`src/rtl/multdiv_seq_unit_pkg.sv`:
```
// Shared definitions for the iterative multiply/divide unit.
//   md_state_e : FSM encodings (idle, iterating, result-ready)
//   md_op_e    : operation selector latched on start
//   MD_WIDTH   : default operand/result width
//   INT_MIN    : most negative operand, used for the INT_MIN / -1 check
package multdiv_seq_unit_pkg;

   localparam int unsigned MD_WIDTH = 32;
   localparam logic [MD_WIDTH-1:0] INT_MIN = 32'h8000_0000;

   typedef enum logic [1:0] {
      ST_IDLE = 2'd0,
      ST_RUN  = 2'd1,
      ST_DONE = 2'd2
   } md_state_e;

   typedef enum logic {
      OP_MULT = 1'b0,
      OP_DIV  = 1'b1
   } md_op_e;

endpackage

```
`src/rtl/multdiv_seq_unit_if.sv`:
```
// Handshake/data bundle between the execute stage and the multiply/divide unit.
//   master : issues start pulses and operands, receives result/exception/ready/busy
//   slave  : the unit itself
interface multdiv_seq_unit_if #(
   parameter int unsigned WIDTH = 32
);
   logic             ctrl_MULT;
   logic             ctrl_DIV;
   logic [WIDTH-1:0] data_operandA;
   logic [WIDTH-1:0] data_operandB;
   logic [WIDTH-1:0] data_result;
   logic             data_exception;
   logic             data_resultRDY;
   logic             busy;

   modport master (
      output ctrl_MULT, ctrl_DIV, data_operandA, data_operandB,
      input  data_result, data_exception, data_resultRDY, busy
   );

   modport slave (
      input  ctrl_MULT, ctrl_DIV, data_operandA, data_operandB,
      output data_result, data_exception, data_resultRDY, busy
   );
endinterface

```
`src/rtl/multdiv_seq_unit_cond_negate.sv`:
```
// Conditional two's-complement negation.
//   data_i : value to pass through or negate
//   neg_i  : 1 = output -data_i, 0 = output data_i
//   data_o : result (same width)
module multdiv_seq_unit_cond_negate #(
   parameter int unsigned WIDTH = 32
) (
   input  logic [WIDTH-1:0] data_i,
   input  logic             neg_i,
   output logic [WIDTH-1:0] data_o
);
   // Invert-and-increment folded into one add: (x ^ m) + neg.
   assign data_o = (data_i ^ {WIDTH{neg_i}}) + WIDTH'(neg_i);
endmodule

```
`src/rtl/multdiv_seq_unit.sv`:
```
// Iterative signed multiply / restoring divide, one bit per cycle.
//   clock, reset : rising-edge clock, synchronous active-high reset
//   bus          : start pulses, operands, result, exception, ready pulse, busy
// Operands are reduced to magnitudes on start; the sign is re-applied on the
// final iteration so the result, exception and ready pulse are all registered.
module multdiv_seq_unit
   import multdiv_seq_unit_pkg::*;
#(
   parameter int unsigned WIDTH = MD_WIDTH
) (
   input  logic              clock,
   input  logic              reset,
   multdiv_seq_unit_if.slave bus
);
   localparam int unsigned CntW = $clog2(WIDTH);
   localparam logic [CntW-1:0] LastCnt = CntW'(WIDTH - 1);

   md_state_e          state_q, state_d;
   md_op_e             op_q, op_d;
   logic [CntW-1:0]    cnt_q, cnt_d;
   logic [2*WIDTH-1:0] acc_q, acc_d;
   logic [WIDTH-1:0]   opb_q, opb_d;
   logic               sign_q, sign_d;
   logic               b_zero_q, b_zero_d;
   logic               min_neg1_q, min_neg1_d;
   logic [WIDTH-1:0]   result_q, result_d;
   logic               exc_q, exc_d;
   logic               rdy_q, rdy_d;
   logic               busy_q, busy_d;

   logic [WIDTH-1:0]   mag_a, mag_b;
   logic [WIDTH:0]     mul_sum, div_diff;
   logic [2*WIDTH-1:0] mul_next, div_next, step, res_mag, res_signed;
   logic               start, mul_ovf;

   multdiv_seq_unit_cond_negate #(.WIDTH(WIDTH)) u_mag_a (
      .data_i (bus.data_operandA),
      .neg_i  (bus.data_operandA[WIDTH-1]),
      .data_o (mag_a)
   );

   multdiv_seq_unit_cond_negate #(.WIDTH(WIDTH)) u_mag_b (
      .data_i (bus.data_operandB),
      .neg_i  (bus.data_operandB[WIDTH-1]),
      .data_o (mag_b)
   );

   // Multiply: acc = {partial product, remaining multiplier bits}.
   assign mul_sum  = {1'b0, acc_q[2*WIDTH-1:WIDTH]} + (acc_q[0] ? {1'b0, opb_q} : '0);
   assign mul_next = {mul_sum, acc_q[WIDTH-1:1]};

   // Restoring divide: acc = {remainder, dividend bits / quotient bits}.
   assign div_diff = acc_q[2*WIDTH-1:WIDTH-1] - {1'b0, opb_q};
   assign div_next = div_diff[WIDTH] ? {acc_q[2*WIDTH-2:0], 1'b0}
                                     : {div_diff[WIDTH-1:0], acc_q[WIDTH-2:0], 1'b1};

   assign step    = (op_q == OP_DIV) ? div_next : mul_next;
   assign res_mag = (op_q == OP_DIV) ? {{WIDTH{1'b0}}, step[WIDTH-1:0]} : step;

   multdiv_seq_unit_cond_negate #(.WIDTH(2*WIDTH)) u_fix_sign (
      .data_i (res_mag),
      .neg_i  (sign_q),
      .data_o (res_signed)
   );

   // Product fits in WIDTH signed bits only if the top WIDTH+1 bits agree.
   assign mul_ovf = ~((&res_signed[2*WIDTH-1:WIDTH-1]) | ~(|res_signed[2*WIDTH-1:WIDTH-1]));

   assign start = (state_q != ST_RUN) && (bus.ctrl_MULT || bus.ctrl_DIV);

   always_comb begin
      state_d    = state_q;
      op_d       = op_q;
      cnt_d      = cnt_q;
      acc_d      = acc_q;
      opb_d      = opb_q;
      sign_d     = sign_q;
      b_zero_d   = b_zero_q;
      min_neg1_d = min_neg1_q;
      result_d   = result_q;
      exc_d      = exc_q;

      unique case (state_q)
         ST_IDLE, ST_DONE: begin
            if (start) begin
               state_d    = ST_RUN;
               op_d       = bus.ctrl_MULT ? OP_MULT : OP_DIV;
               cnt_d      = '0;
               acc_d      = {{WIDTH{1'b0}}, mag_a};
               opb_d      = mag_b;
               sign_d     = bus.data_operandA[WIDTH-1] ^ bus.data_operandB[WIDTH-1];
               b_zero_d   = (bus.data_operandB == '0);
               min_neg1_d = (bus.data_operandA == WIDTH'(INT_MIN)) && (&bus.data_operandB);
            end else begin
               state_d = ST_IDLE;
            end
         end
         ST_RUN: begin
            acc_d = step;
            cnt_d = cnt_q + CntW'(1);
            if (cnt_q == LastCnt) begin
               state_d = ST_DONE;
               if (op_q == OP_MULT) begin
                  result_d = res_signed[WIDTH-1:0];
                  exc_d    = mul_ovf;
               end else if (b_zero_q) begin
                  result_d = '0;
                  exc_d    = 1'b1;
               end else if (min_neg1_q) begin
                  result_d = WIDTH'(INT_MIN);
                  exc_d    = 1'b1;
               end else begin
                  result_d = res_signed[WIDTH-1:0];
                  exc_d    = 1'b0;
               end
            end
         end
         default: state_d = ST_IDLE;
      endcase

      busy_d = (state_d == ST_RUN);
      rdy_d  = (state_d == ST_DONE);
   end

   always_ff @(posedge clock) begin
      if (reset) begin
         state_q    <= ST_IDLE;
         op_q       <= OP_MULT;
         cnt_q      <= '0;
         acc_q      <= '0;
         opb_q      <= '0;
         sign_q     <= 1'b0;
         b_zero_q   <= 1'b0;
         min_neg1_q <= 1'b0;
         result_q   <= '0;
         exc_q      <= 1'b0;
         rdy_q      <= 1'b0;
         busy_q     <= 1'b0;
      end else begin
         state_q    <= state_d;
         op_q       <= op_d;
         cnt_q      <= cnt_d;
         acc_q      <= acc_d;
         opb_q      <= opb_d;
         sign_q     <= sign_d;
         b_zero_q   <= b_zero_d;
         min_neg1_q <= min_neg1_d;
         result_q   <= result_d;
         exc_q      <= exc_d;
         rdy_q      <= rdy_d;
         busy_q     <= busy_d;
      end
   end

   assign bus.data_result    = result_q;
   assign bus.data_exception = exc_q;
   assign bus.data_resultRDY = rdy_q;
   assign bus.busy           = busy_q;

endmodule

```
`src/flat_wrapper.sv`:
```
// flat-port wrapper written by rule: the top's interface ports become plain ports
module multdiv_seq_unit_flat import multdiv_seq_unit_pkg::*;
#(
   parameter int unsigned WIDTH = MD_WIDTH
)
  (clock, reset, bus_ctrl_MULT, bus_ctrl_DIV, bus_data_operandA, bus_data_operandB, bus_data_result, bus_data_exception, bus_data_resultRDY, bus_busy);
  multdiv_seq_unit_if #(.WIDTH(WIDTH)) bus_i ();
  input  logic clock;
  input  logic reset;
  input wire logic [$bits(bus_i.ctrl_MULT)-1:0] bus_ctrl_MULT;
  input wire logic [$bits(bus_i.ctrl_DIV)-1:0] bus_ctrl_DIV;
  input wire logic [$bits(bus_i.data_operandA)-1:0] bus_data_operandA;
  input wire logic [$bits(bus_i.data_operandB)-1:0] bus_data_operandB;
  output wire logic [$bits(bus_i.data_result)-1:0] bus_data_result;
  output wire logic [$bits(bus_i.data_exception)-1:0] bus_data_exception;
  output wire logic [$bits(bus_i.data_resultRDY)-1:0] bus_data_resultRDY;
  output wire logic [$bits(bus_i.busy)-1:0] bus_busy;
  assign bus_i.ctrl_MULT = bus_ctrl_MULT;
  assign bus_i.ctrl_DIV = bus_ctrl_DIV;
  assign bus_i.data_operandA = bus_data_operandA;
  assign bus_i.data_operandB = bus_data_operandB;
  assign bus_data_result = bus_i.data_result;
  assign bus_data_exception = bus_i.data_exception;
  assign bus_data_resultRDY = bus_i.data_resultRDY;
  assign bus_busy = bus_i.busy;
  multdiv_seq_unit #(.WIDTH(WIDTH)) u_core (.clock(clock), .reset(reset), .bus(bus_i));
endmodule
```
`config.mk`:
```
export PLATFORM = sky130hd
export DESIGN_NAME = multdiv_seq_unit_flat
export DESIGN_NICKNAME = d
export VERILOG_FILES = /design/src/rtl/multdiv_seq_unit_pkg.sv /design/src/rtl/multdiv_seq_unit_if.sv /design/src/rtl/multdiv_seq_unit_cond_negate.sv /design/src/rtl/multdiv_seq_unit.sv /design/src/flat_wrapper.sv
export SDC_FILE = /design/constraint.sdc
export NUM_CORES = 1
export LEC_CHECK = 0
export ABC_AREA = 1
export BUFFER_PORTS_ARGS = -buffer_cell sky130_fd_sc_hd__buf_2
export CORE_MARGIN = 3
export CORE_UTILIZATION = 40
export CTS_CLUSTER_DIAMETER = 50
export DETAILED_ROUTE_END_ITERATION = 10
export PLACE_DENSITY = 0.65
export REMOVE_ABC_BUFFERS = 1
export SETUP_SLACK_MARGIN = 0.5
export SLEW_MARGIN = 20
export SYNTH_ARGS = -nofsm -noshare
export SYNTH_HDL_FRONTEND = slang
export SYNTH_SLANG_ARGS = --single-unit
export TNS_END_PERCENT = 5
```
`constraint.sdc`:
```
create_clock -name clock -period 7.7 [get_ports clock]
set_clock_uncertainty 0.15 [all_clocks]
set_input_delay 0.385 -clock clock [delete_from_list [all_inputs] [get_ports clock]]
set_output_delay 0.385 -clock clock [all_outputs]
set_load 0.005 [all_outputs]
```
==> summary.txt <==
Die
  – Die ar.: 44500 sq um
  – Die width: 211 um
  – Core Area: about 41000 sq um
  – Row Count: 74
  – Die H: 211 um
  – Initial Util: 40.8%
  – Num ports: 103

STA
  – Tightest Pin Transition: 0.984 ns
  – RSZ-0062 raised after global routing: false
  – Fin. max-slew vios: 0
  – Highest Clock Rate: 177 MHz
  – Rel. slew slack: roughly a third
  – Setup violations, final: 0
  – Post-route minimum period: 5.64 ns
  – Endpoints failing hold: 0
  – Tcrit/Tclk final: about three quarters

Power and ir drop
  – Leakage: 8.96 nW
  – PD cells: 146 nW/um^2
  – Post-route total power: between 2 and 3 mW
  – Peak VDD IR: 0.126 mV

Clock network
  – Clock root buffer: clkbuf_16
  – Reg clk slew, reported paths: approximately 0.07 ns
  – Cts hold-fix bufs: 1
  – Num CTS Buffers: 17
  – Clk buf depth: 2
  – CTS H-Tree Depth: 4
  – Clock Latency Late Sink: 0.46 ns
  – Resize count post-CTS: 0
  – Postcts setup bufs: 0
  – Clock sink count: roughly 140
  – Clock tree from TritonCTS: done

Synthesis
  – Cells after synthesis: approximately 3000
  – Synth Cell Area: 16800 sq um
  – FFs w/ async S/R, synth: 0%
  – Post-Synthesis Mean Instance Area: 5.67 sq um
  – Number of synthesized register bits: approximately 140
  – Synth cell types: 56
  – Top FF cell, synth: dfxtp_1
  – Yosys warnings: 0
  – Post-synth EDFFs: 0
  – Register area share after synthesis: between 10% and 20%

Critical path
  – Most common cell on crit path: nand2_1
  – Req. time, crit path: around 7.9 ns
  – CP Depth: 37
  – Max incr delay on CP: 0.38 ns
  – Crit path buf inv count: 5
  – Startpoint types: register
  – Critical path's top delay family: simple AND/OR/NAND/NOR gates
  – R2R Setup Slk: just over 2 ns
  – FF-to-FF path depth: 37
  – Slowest CP cell: fa_1
  – Critical path class: register to register
  – CP endpoint kind: register
  – Worst Path Max Fanout: 6
  – WP data arrival: 5.81 ns

Status
  – Status: complete, no violations

Global routing
  – Gr usage total: between 20 and 30%
  – Antenna violations before repair: 2
  – First-pass GRT wire length: 91.7 mm
  – Vias in the first global route: 17105
  – GRT overflow: 0
  – Largest net degree at the start of global routing: 119

Routing
  – Met2 WL: 24.4 mm
  – Wire per inst: 16.3 um
  – Initial DRC Count: 1469
  – Final wirelength: 57.6 mm
  – Final ANT Viol Nets: 0
  – Met3 wire len: around 4.0 mm
  – Metal-1 WL: 28.0 mm
  – First-pass DRT Iterations: 5
  – Highest Signal Layer: met5
  – Post-route DRC: 0
  – Vias/cell: between 5 and 6
  – Vias: 18878

Placed design
  – HPWL Detailed: approximately 46 mm
  – Placed instance count: 3504
  – PortBufs: 102
  – DP Area: around 18000 sq um
  – Gp weighted congestion: 0.970

Final layout
  – Layout fillers: roughly 4500
  – Share of layout cells above drive strength 1: 8.92%
  – Nets: 3137
  – Final core occ: 44.2%
  – Diodes inserted: 0
  – P&R area growth vs syn: 8.37%
  – Non-Filler Instances: about 3500
  – Final instance area: around 18000 sq um

Flow run
  – Maxcap violations: 0

Hold path
  – Worst min path class: primary input to register
  – Hold Crit Depth: 5
## Yosys cell counts, types with 3 or more instances
library cell	number	area, sq um
nand2_1	1007	3780
inv_1	365	1370
nor2_1	234	878
nand3_1	203	1020
a21oi_1	198	991
dfxtp_1	142	2840
o21ai_0	124	621
nand4_1	97	607
xnor2_1	89	780
ha_1	75	938
xor2_1	54	473
clkbuf_1	51	191
nand2_2	48	300
a31oi_1	35	219
buf_2	24	120
nor3_1	22	110
nor4_1	19	119
nor2_2	16	100
nor2_4	16	180
or2_2	12	75.1
buf_1	10	37.5
nand3b_1	10	75.1
o21ai_1	10	50.1
buf_4	9	67.6
inv_2	7	26.3
a21o_1	6	45.0
and2_1	6	37.5
buf_6	6	67.6
o211ai_1	6	45.0
a21boi_0	5	37.5
o21a_1	5	37.5
o21bai_1	5	37.5
nor4_2	4	50.1
or4_1	4	30.0
nand2_4	3	33.8
nand3_4	3	52.6
o221ai_1	3	26.3
xor2_2	3	48.8
## per-stage QoR
| stage | setup TNS, ns | hold WS [ns] | setup WS, ns |
|---|---|---|---|
| 2_1_floorplan | -13.88 | 0.289 | -0.465 |
| 3_3_place_gp | 0 | 0.303 | 2.27 |
| 3_5_place_dp | 0 | 0.305 | 2.08 |
| 4_1_cts | 0 | 0.194 | 2.08 |
| 5_1_grt | 0 | 0.229 | 1.34 |
| 6_report | 0 | 0.208 | 2.06 |
## state kept, by name, summed over array words and instances (netlist names)
signal / flops
u_core.acc_q: 64
u_core.b_zero_q: 1
u_core.bus.busy: 1
u_core.bus.data_exception: 1
u_core.bus.data_result: 32
u_core.bus.data_resultRDY: 1
u_core.cnt_q: 5
u_core.min_neg1_q: 1
u_core.op_q: 1
u_core.opb_q: 32
u_core.sign_q: 1
u_core.state_q: 2
## cell type report
| class | instances | area [sq um] | share of cell area [%] |
|---|---|---|---|
| Clock buffer | 18 | 429 | 2.36 |
| Clock inverter | 12 | 188 | 1.03 |
| Inverter | 374 | 1410 | 7.75 |
| Multi-Input combinational cell | 2344 | 12100 | 66.3 |
| Sequential cell | 142 | 2850 | 15.6 |
| Tap cell | 532 | 666 | 3.66 |
| Timing Repair Buffer | 113 | 598 | 3.29 |
## final timing paths
kind | start | to
worst max-delay path | u_core.acc_q[31]$_SDFFE_PP0P_ | u_core.bus.data_exception$_SDFFE_PP0P_
worst min-delay path | bus_data_operandB[7] | u_core.min_neg1_q$_SDFFE_PP0P_
worst max register to register | u_core.acc_q[31]$_SDFFE_PP0P_ | u_core.bus.data_exception$_SDFFE_PP0P_
worst min register to register | u_core.bus.data_result[5]$_SDFFE_PP0P_ | u_core.bus.data_result[5]$_SDFFE_PP0P_
## placed cells by master, fill, tap and decap left out, types with 4 or more instances in the layout
cell type,instances
xor2_1,54
nor4_2,4
inv_2,8
nor2_1,232
inv_1,365
nor2_2,16
nand3b_1,10
buf_2,101
xnor2_1,89
a21boi_0,5
nor3_1,22
ha_1,75
o21ai_0,123
bufinv_16,4
nor2_4,18
o21ai_1,10
nand4_1,97
o211ai_1,6
and2_1,6
nand2_1,1007
nand2_2,48
nor4_1,19
or4_1,4
clkbuf_16,17
a21oi_1,198
a31oi_1,35
nand3_1,203
o21a_1,5
o21bai_1,5
or2_2,12
buf_4,11
dfxtp_1,140
a21o_1,6
## per-layer routing
layer  vias up  GRT usage, %
met3        72          3.52
met2       618          38.8
met5         -             0
met4         4          6.72
li1       9610             -
met1      8574          37.8
## where the power goes
part	internal (mW)	switching [mW]
clock	0.542	0.355
sequential	0.778	0.0394
combinational	0.283	0.652
total	1.60	1.05
## kinds of logic after synthesis
group	synth area share, %
AO/OA/AOI/OAI	13.0
XOR/XNOR	7.75
adder cells (fa/ha/maj)	5.82
buffers and inverters	11.5
flip-flops	16.9
AND/OR/NAND/NOR	45.0
## worst reg2reg max path: cells and delay by family (launching register included)
family          cells  cell delay (ns)
compound gates      7             1.09
fa+ha+maj           4             0.93
simple gates       20             2.17
buf+inv             5             0.60
flops               1             0.34
xor+xnor            1             0.21
Power figures use the tool's default switching activity.
